[src/rtl/keypad_scan_ctrl.sv]
// 4x4 hex keypad scanner: paced column drive, synchronized/debounced row
// returns, key-code encoding and a small valid/ready FIFO toward the consumer.
module keypad_scan_ctrl #(
  parameter int CLK_DIV    = 1000,
  parameter int DEBOUNCE   = 4,
  parameter int FIFO_DEPTH = 4
) (
  input  logic       clk,
  input  logic       rst,
  input  logic       en,
  input  logic [3:0] row,
  output logic [3:0] col,
  output logic [3:0] key_code,
  output logic       key_valid,
  input  logic       key_ready,
  output logic       overflow,
  output logic       busy
);
  localparam int DIV_W = (CLK_DIV > 1) ? $clog2(CLK_DIV) : 1;
  localparam int PTR_W = (FIFO_DEPTH > 1) ? $clog2(FIFO_DEPTH) : 1;
  localparam int CNT_W = PTR_W + 1;
  localparam logic [DIV_W-1:0] DIV_LAST  = DIV_W'(CLK_DIV - 1);
  localparam logic [3:0]       DEB_LAST  = 4'(DEBOUNCE);
  localparam logic [CNT_W-1:0] FIFO_FULL = CNT_W'(FIFO_DEPTH);

  typedef enum logic [1:0] {IDLE, SCAN, CONFIRM, HELD} state_t;

  state_t           state, state_nx;
  logic [3:0]       row_m, row_s;
  logic [DIV_W-1:0] div_cnt;
  logic             tick;
  logic [1:0]       col_idx, col_idx_nx;
  logic [3:0]       row_r, row_r_nx;
  logic [3:0]       deb_cnt, deb_cnt_nx;
  logic [3:0]       rel_cnt, rel_cnt_nx;
  logic             push;
  logic             row_one_hot;
  logic [1:0]       row_idx;
  logic [3:0]       col_drive;

  logic [3:0]       mem [FIFO_DEPTH];
  logic [PTR_W-1:0] wr_ptr, rd_ptr;
  logic [CNT_W-1:0] count;
  logic             full, pop, push_ok;

  always_ff @(posedge clk or posedge rst) begin
    if (rst) begin
      row_m <= '0;
      row_s <= '0;
    end else begin
      row_m <= row;
      row_s <= row_m;
    end
  end

  always_ff @(posedge clk or posedge rst) begin
    if (rst)                      div_cnt <= '0;
    else if (!en)                 div_cnt <= '0;
    else if (div_cnt == DIV_LAST) div_cnt <= '0;
    else                          div_cnt <= div_cnt + 1'b1;
  end

  assign tick        = en && (div_cnt == DIV_LAST);
  assign row_one_hot = (row_s != 4'd0) && ((row_s & (row_s - 4'd1)) == 4'd0);

  always_comb begin
    row_idx = 2'd0;
    for (int i = 1; i < 4; i++)
      if (row_r[i]) row_idx = 2'(i);
  end

  always_comb begin
    state_nx   = state;
    col_idx_nx = col_idx;
    row_r_nx   = row_r;
    deb_cnt_nx = deb_cnt;
    rel_cnt_nx = rel_cnt;
    push       = 1'b0;
    if (!en) begin
      state_nx   = IDLE;
      col_idx_nx = '0;
      row_r_nx   = '0;
      deb_cnt_nx = '0;
      rel_cnt_nx = '0;
    end else if (tick) begin
      unique case (state)
        IDLE: begin
          if (row_s != 4'd0) begin
            state_nx   = SCAN;
            col_idx_nx = 2'd0;
          end
        end
        SCAN: begin
          if (row_s == 4'd0) begin
            col_idx_nx = col_idx + 2'd1;
            if (col_idx == 2'd3) state_nx = IDLE;
          end else if (row_one_hot) begin
            row_r_nx   = row_s;
            deb_cnt_nx = 4'd1;
            state_nx   = CONFIRM;
          end else begin
            // Several rows at once means ghosting or a multi-key chord.
            state_nx = IDLE;
          end
        end
        CONFIRM: begin
          if (row_s == row_r) begin
            if (deb_cnt + 4'd1 == DEB_LAST) begin
              push       = 1'b1;
              deb_cnt_nx = '0;
              rel_cnt_nx = '0;
              state_nx   = HELD;
            end else begin
              deb_cnt_nx = deb_cnt + 4'd1;
            end
          end else begin
            deb_cnt_nx = '0;
            state_nx   = IDLE;
          end
        end
        HELD: begin
          if (row_s == 4'd0) begin
            if (rel_cnt + 4'd1 == DEB_LAST) begin
              rel_cnt_nx = '0;
              state_nx   = IDLE;
            end else begin
              rel_cnt_nx = rel_cnt + 4'd1;
            end
          end else begin
            rel_cnt_nx = '0;
          end
        end
        default: state_nx = IDLE;
      endcase
    end
  end

  // Column drive follows the registered state, so it lags a state change by one cycle.
  always_comb begin
    col_drive = 4'b0000;
    if (en) col_drive = (state == IDLE) ? 4'b1111 : (4'b0001 << col_idx);
  end

  always_ff @(posedge clk or posedge rst) begin
    if (rst) begin
      state   <= IDLE;
      col_idx <= '0;
      row_r   <= '0;
      deb_cnt <= '0;
      rel_cnt <= '0;
      col     <= '0;
    end else begin
      state   <= state_nx;
      col_idx <= col_idx_nx;
      row_r   <= row_r_nx;
      deb_cnt <= deb_cnt_nx;
      rel_cnt <= rel_cnt_nx;
      col     <= col_drive;
    end
  end

  assign busy      = (state != IDLE);
  assign full      = (count == FIFO_FULL);
  assign key_valid = (count != '0);
  assign pop       = key_valid && key_ready;
  // A full queue still accepts a push when the head leaves in the same cycle.
  assign push_ok   = push && (!full || pop);
  assign key_code  = key_valid ? mem[rd_ptr] : 4'd0;

  always_ff @(posedge clk) begin
    if (push_ok) mem[wr_ptr] <= {row_idx, col_idx};
  end

  always_ff @(posedge clk or posedge rst) begin
    if (rst) begin
      wr_ptr   <= '0;
      rd_ptr   <= '0;
      count    <= '0;
      overflow <= 1'b0;
    end else begin
      overflow <= push && full && !pop;
      if (push_ok) wr_ptr <= wr_ptr + 1'b1;
      if (pop)     rd_ptr <= rd_ptr + 1'b1;
      case ({push_ok, pop})
        2'b10:   count <= count + 1'b1;
        2'b01:   count <= count - 1'b1;
        default: count <= count;
      endcase
    end
  end
endmodule

[config.mk]
export PLATFORM = sky130hd
export DESIGN_NAME = keypad_scan_ctrl
export DESIGN_NICKNAME = d
export VERILOG_FILES = /design/src/rtl/keypad_scan_ctrl.sv
export SDC_FILE = /design/constraint.sdc
export NUM_CORES = 1
export LEC_CHECK = 0
export CORE_MARGIN = 8
export CORE_UTILIZATION = 39
export CTS_BUF_LIST = sky130_fd_sc_hd__clkbuf_16
export CTS_CLUSTER_SIZE = 16
export DETAILED_ROUTE_END_ITERATION = 7
export DONT_BUFFER_PORTS = 1
export GPL_TIMING_DRIVEN = 0
export PLACE_DENSITY_LB_ADDON = 0.2
export REMOVE_ABC_BUFFERS = 1
export SLEW_MARGIN = 15
export SYNTH_ARGS = -nofsm -noshare
export SYNTH_HDL_FRONTEND = slang
export SYNTH_SLANG_ARGS = --single-unit
[constraint.sdc]
create_clock -name clk -period 3.6 [get_ports clk]
set_input_delay 0.18 -clock clk [delete_from_list [all_inputs] [get_ports clk]]
set_output_delay 0.18 -clock clk [all_outputs]
set_load 0.005 [all_outputs]
-- Word-level counts from Yosys, hierarchy flattened
Memories as Yosys holds them, arrays and structs flattened.
Cells that the tools add are included.
- input bits: 8
- word-level logic and storage cells: 125
- register bits: 46
- output and inout bits: 11
- memories kept: 1
- bits in writable memories: 16
- mux-type cells: 51
- equal/unequal tests: 28
- shift-type cells: 1
- $add $sub $neg: 9
- bitwise logic cells: 1
- reduce and logical (&&, ||, !) cells: 21
- memories (memory ; depth ; width ; rd ports ; clocked after memory_dff ; write ports ; line ; source):
    mem ; 4 ; 4 ; 1 ; 0 ; 1 ; 41 ; logic [3:0] mem [FIFO_DEPTH];
- operators by type and width (kind ; number):
    $mux W4 ; 20
    $mux W2 ; 16
    $ne A3 B3 Y1 const B ; 8
    $mux W10 ; 2
    $pmux W4 S2 ; 2
    $reduce_and A4 Y1 ; 4
    $add A10 B1 Y10 const B ; 1
    $eq A10 B10 Y1 const B ; 1
    $ne A3 B1 Y1 const B ; 3
    $add A4 B1 Y4 const B ; 2
    $eq A2 B2 Y1 const B ; 4
    $eq A4 B3 Y1 const B ; 2
    $logic_not A4 Y1 ; 2
    $mux W1 ; 8
    $ne A4 B4 Y1 const B ; 2
    $pmux W2 S4 ; 1
    $add A2 B1 Y2 const B ; 3
    $logic_and A1 B1 Y1 ; 6
    $ne A2 B1 Y1 const B ; 3
    $pmux W3 S2 ; 1
    $reduce_and A6 Y1 ; 1
    $and A4 B4 Y4 ; 1
    $eq A2 B1 Y1 const B ; 2
    $eq A4 B4 Y1 ; 1
    13 further kinds ; 15

-- Longest topological paths before layout
- depth in word-level cells: 10
- depth in mapped cells: 13
- mapped depth without buffers: 11

-- Worst setup path after synthesis
Ideal clock, no wire load.
- path kind: reg-to-reg
- start point: register deb_cnt[0]
- end point: register count[1]
- path buffers: 1
- period minus slack after synthesis: 2.511 ns
- stages on the path, launching flop included: 11
- arrival time: 2.428 ns
- required time: 3.517 ns
- slack: 1.089 ns
- path through: dfrtp_1 > ha_1 > nand3b_1 > o31ai_1 > and4b_1 > buf_2 > inv_1 > ha_1 > inv_1 > fa_1 > o21ai_0
- cells in the longest elaborated chain, start to end: 10
- ends and longest elaborated chain (item ; line ; source):
    from (decl) ; 34 ; logic [3:0] deb_cnt, deb_cnt_nx;
    from (signal assigned) ; 156 ; deb_cnt <= deb_cnt_nx;
    $add A4 B1 Y4 (*) ; 108 ; if (deb_cnt + 4'd1 == DEB_LAST) begin
    $eq A4 B3 Y1 (*) ; 108 ;
    $mux W1 (*) ; 108 ;
    $mux W1 (*) ; 107 ; if (row_s == row_r) begin
    $mux W1 (*) ; 86 ; unique case (state)
    $mux W1 (*) ; 85 ; end else if (tick) begin
    $mux W1 (*) ; 79 ; if (!en) begin
    $logic_and A1 B1 Y1 (*) ; 167 ; assign push_ok = push && (!full || pop);
    $eq A2 B1 Y1 or $eq A2 B2 Y1 (tied branches) ; 184 ; case ({push_ok, pop})
    $pmux W3 S2 or $reduce_bool A2 Y1 (tied branches) ; - ;
    to (signal assigned) ; 185 ; 2'b10: count <= count + 1'b1;
    to (signal assigned) ; 186 ; 2'b01: count <= count - 1'b1;
    to (signal assigned) ; 187 ; default: count <= count;
    to (decl) ; 43 ; logic [CNT_W-1:0] count;
Every way passes the cells marked *; elsewhere a longest branch is shown, timed or not.
A chain may end at the register's enable or synchronous reset.

-- Final worst setup path
Same ends and word-level chain as after synthesis.

==> flow_summary.json <==
{
  "slew_violations": 0,
  "grt_pass1_vias": 1867,
  "ant_nets": 0,
  "min_path_cells": 2,
  "r2r_slack_ns": 0.63,
  "ios": 19,
  "synthCells": 270,
  "drive_above_1_share_pct": 10.2,
  "seq_area_frac_synth_pct": 52.6,
  "coreArea_um2": 7730,
  "initial_core_util_pct": 40.1,
  "finalCriticalPeriod_ns": 2.97,
  "grt_max_degree": 27,
  "drtIter0Drc": 95,
  "worstReg2RegEnd": "count[1]$_DFFE_PP0P_",
  "cts_buffer_depth": 2,
  "final_util_pct": 46.4,
  "required_ns": 3.85,
  "timing.fmax_mhz": 337,
  "r2r_cells": 9,
  "worst_pin_slew_ns": 0.710,
  "ys_seq_elements": 62,
  "arrival_ns": 3.22,
  "wl_per_cell_um": 14.1,
  "fin_ws_ns": 0.631,
  "tritoncts": "yes",
  "synth_area_um2": 3100,
  "crit_path_max_fanout": 7,
  "p_leak_nw": 1.49,
  "synth_edf_count": 16,
  "dieHeight_um": 105,
  "period_share_pct": 82.5,
  "internal_power_mw": 1.35,
  "grt-ovfl-total": 0,
  "cap_viol_max_count": 0,
  "nNetsFinal": 302,
  "diodes": 0,
  "p_per_area_nw_per_um2": 474,
  "cts.clk_slew.worst_paths_ns": 0.06,
  "area_growth_pct": 15.7,
  "tns_ns": 0,
  "antenna_found_initial": 0,
  "ys.flop_type": "dfrtp_1",
  "drc": 0,
  "cts.sinks": 62,
  "ys_warn_count": 0,
  "num_rows": 32,
  "dp.final_hpwl_um": 3870,
  "track_usage_pct": 10.5,
  "p_switching_uw": 346,
  "outcome": "complete, no violations",
  "ir_drop_v": 0.000309,
  "clkPwrFrac_pct": 53.9,
  "synthArstFlopShare_pct": 74.2,
  "endpoint_kind": "flip-flop",
  "clock_latency_ns": 0.33,
  "wl_um": 5460,
  "num_vias": 1946,
  "grt_pass1_wl_um": 9180,
  "rsz0062_at_grt": "no",
  "syn_area_per_cell_um2": 11.5,
  "pwr-share-seq_pct": 43.6,
  "gp_congestion": 0.739,
  "htreeDepth": 3,
  "dieArea_um2": 11100,
  "die_w_um": 105,
  "skew_ns": 0.00734,
  "cts_buffers": 9,
  "postCtsSetupBuffers": 0,
  "root_buffer": "clkbuf_16",
  "cp-start-kind": "flip-flop",
  "p_sw_share_pct": 20.3,
  "crit_end": "count[1]$_DFFE_PP0P_",
  "io_buffers": 0,
  "hold_class": "primary input to flip-flop",
  "setup_violations": 0,
  "cp-startpoint": "deb_cnt[0]$_DFFE_PP0P_",
  "dr.pass1.iters": 4,
  "hold_viol": 0,
  "path_class": "flip-flop to flip-flop",
  "synth_cell_types": 55,
  "r2r_start": "deb_cnt[0]$_DFFE_PP0P_",
  "slew_headroom_pct": 52.2,
  "p_comb_share_pct": 2.5,
  "dpl_worst_slack_ns": 0.614,
  "vias_per_cell": 5.04
}
## power by group through the flow
| stage | combinational (mW) | sequential [mW] | clock [mW] |
|---|---|---|---|
| 5_1_grt | 0.0486 | 0.743 | 0.971 |
| 4_1_cts | 0.0447 | 0.741 | 0.943 |
| 3_5_place_dp | 0.0391 | 0.754 | 0 |
| 2_1_floorplan | 0.0279 | 0.751 | 0 |
| 6_report | 0.0429 | 0.741 | 0.916 |
| 3_3_place_gp | 0.0365 | 0.754 | 0 |
## worst min path at each step
stage	from	end
global placement	row[3]	row_m[3]$_DFF_PP0_
detailed placement	rst	row_s[1]$_DFF_PP0_
finish	key_ready	overflow$_DFF_PP0_
CTS	key_ready	overflow$_DFF_PP0_
floorplan	row[0]	row_m[0]$_DFF_PP0_
global route	key_ready	overflow$_DFF_PP0_
## area by class of cell
type / instances / area [µm²]
flip-flops and latches: 62 / 1630
multi-input cells: 184 / 1370
fillers: 703 / 4140
inverters: 15 / 56.3
clock inverters: 7 / 98.8
well taps: 102 / 128
clock buffers: 9 / 225
repair buffers: 7 / 80.1
## state kept, by name (all words and copies together) (netlist names)
register	count
col	4
col_idx	2
count	3
deb_cnt	4
div_cnt	10
mem	16
overflow	1
rd_ptr	2
rel_cnt	4
row_m	4
row_r	4
row_s	4
state	2
wr_ptr	2
## routing by layer
layer / GRT usage, % / share of wire (%) / vias to the layer above
li1: - / - / 980
met1: 13.3 / 49 / 927
met2: 15.1 / 45 / 32
met3: 4.42 / 4.1 / 7
met4: 5.50 / 1.6 / 0
met5: 0 / 0 / -
## cells by family (layout without fill, tap and decap cells)
| group | count (synthesis) | count (layout) | share of synthesized area, % |
|---|---|---|---|
| XOR/XNOR | 20 | 20 | 5.65 |
| flip-flops | 62 | 62 | 52.6 |
| AND/OR/NAND/NOR | 103 | 103 | 19.2 |
| multiplexers | 9 | 9 | 4.56 |
| buffers and inverters | 24 | 38 | 3.27 |
| adder cells (fa/ha/maj) | 15 | 15 | 6.29 |
| AO/OA/AOI/OAI | 37 | 37 | 8.39 |
## critical path: stages (launching register included)
cell and delay (ns):
dfrtp_1 0.45, ha_1 0.27, nand3b_1 0.16, o31ai_1 0.59, and4b_1 0.49, inv_1 0.08
ha_1 0.21, inv_1 0.07, fa_1 0.40, o21ai_0 0.17
## synth_stat cells, types with 3 or more instances
library cell / instances / area (µm²)
and3_1: 4 / 25.0
xnor2_1: 13 / 114
o21ai_1: 3 / 15.0
edfxtp_1: 16 / 480
nor4_1: 3 / 18.8
nand2_1: 12 / 45.0
nand3_1: 7 / 35.0
or3_1: 3 / 18.8
and2_1: 9 / 56.3
mux4_2: 4 / 90.1
o21ai_0: 6 / 30.0
nand2b_1: 5 / 31.3
a31oi_1: 4 / 25.0
dfrtp_1: 46 / 1150
nor2_1: 32 / 120
a22o_1: 4 / 35.0
xor2_1: 7 / 61.3
mux2i_1: 4 / 40.0
a211o_1: 3 / 26.3
buf_2: 3 / 15.0
nor4b_1: 4 / 35.0
clkbuf_1: 5 / 18.8
inv_1: 15 / 56.3
nor3_1: 4 / 20.0
ha_1: 14 / 175
## cells in the final DEF (no fill, tap or decap), types with 4 or more instances in the layout
cell type      instances
dfrtp_1               46
nor2_1                32
edfxtp_1              16
inv_1                 14
ha_1                  14
xnor2_1               13
nand2_1               12
and2_1                 9
clkbuf_16              9
xor2_1                 7
nand3_1                7
o21ai_0                6
dlygate4sd3_1          6
nand2b_1               5
nor4b_1                4
nor3_1                 4
a22o_1                 4
and3_1                 4
mux4_2                 4
mux2i_1                4
a31oi_1                4
## metrics by stage
step	area, µm²	power (mW)	cells	hold slack, ns
after detailed placement	3200	0.793	364	0.104
after global routing	3590	1.76	386	0.0775
after CTS	3590	1.73	386	0.0733
after global placement	3180	0.790	363	0.212
final	3590	1.70	386	0.0873
after floorplan	3060	0.779	261	0.211
## repair_timing
item | 4_1_cts | 5_1_grt
hold endpoints to repair | 25 | 0
resized for setup | 0 | 0
hold buffers | 6 | 0
Power figures use the tool's default switching activity.
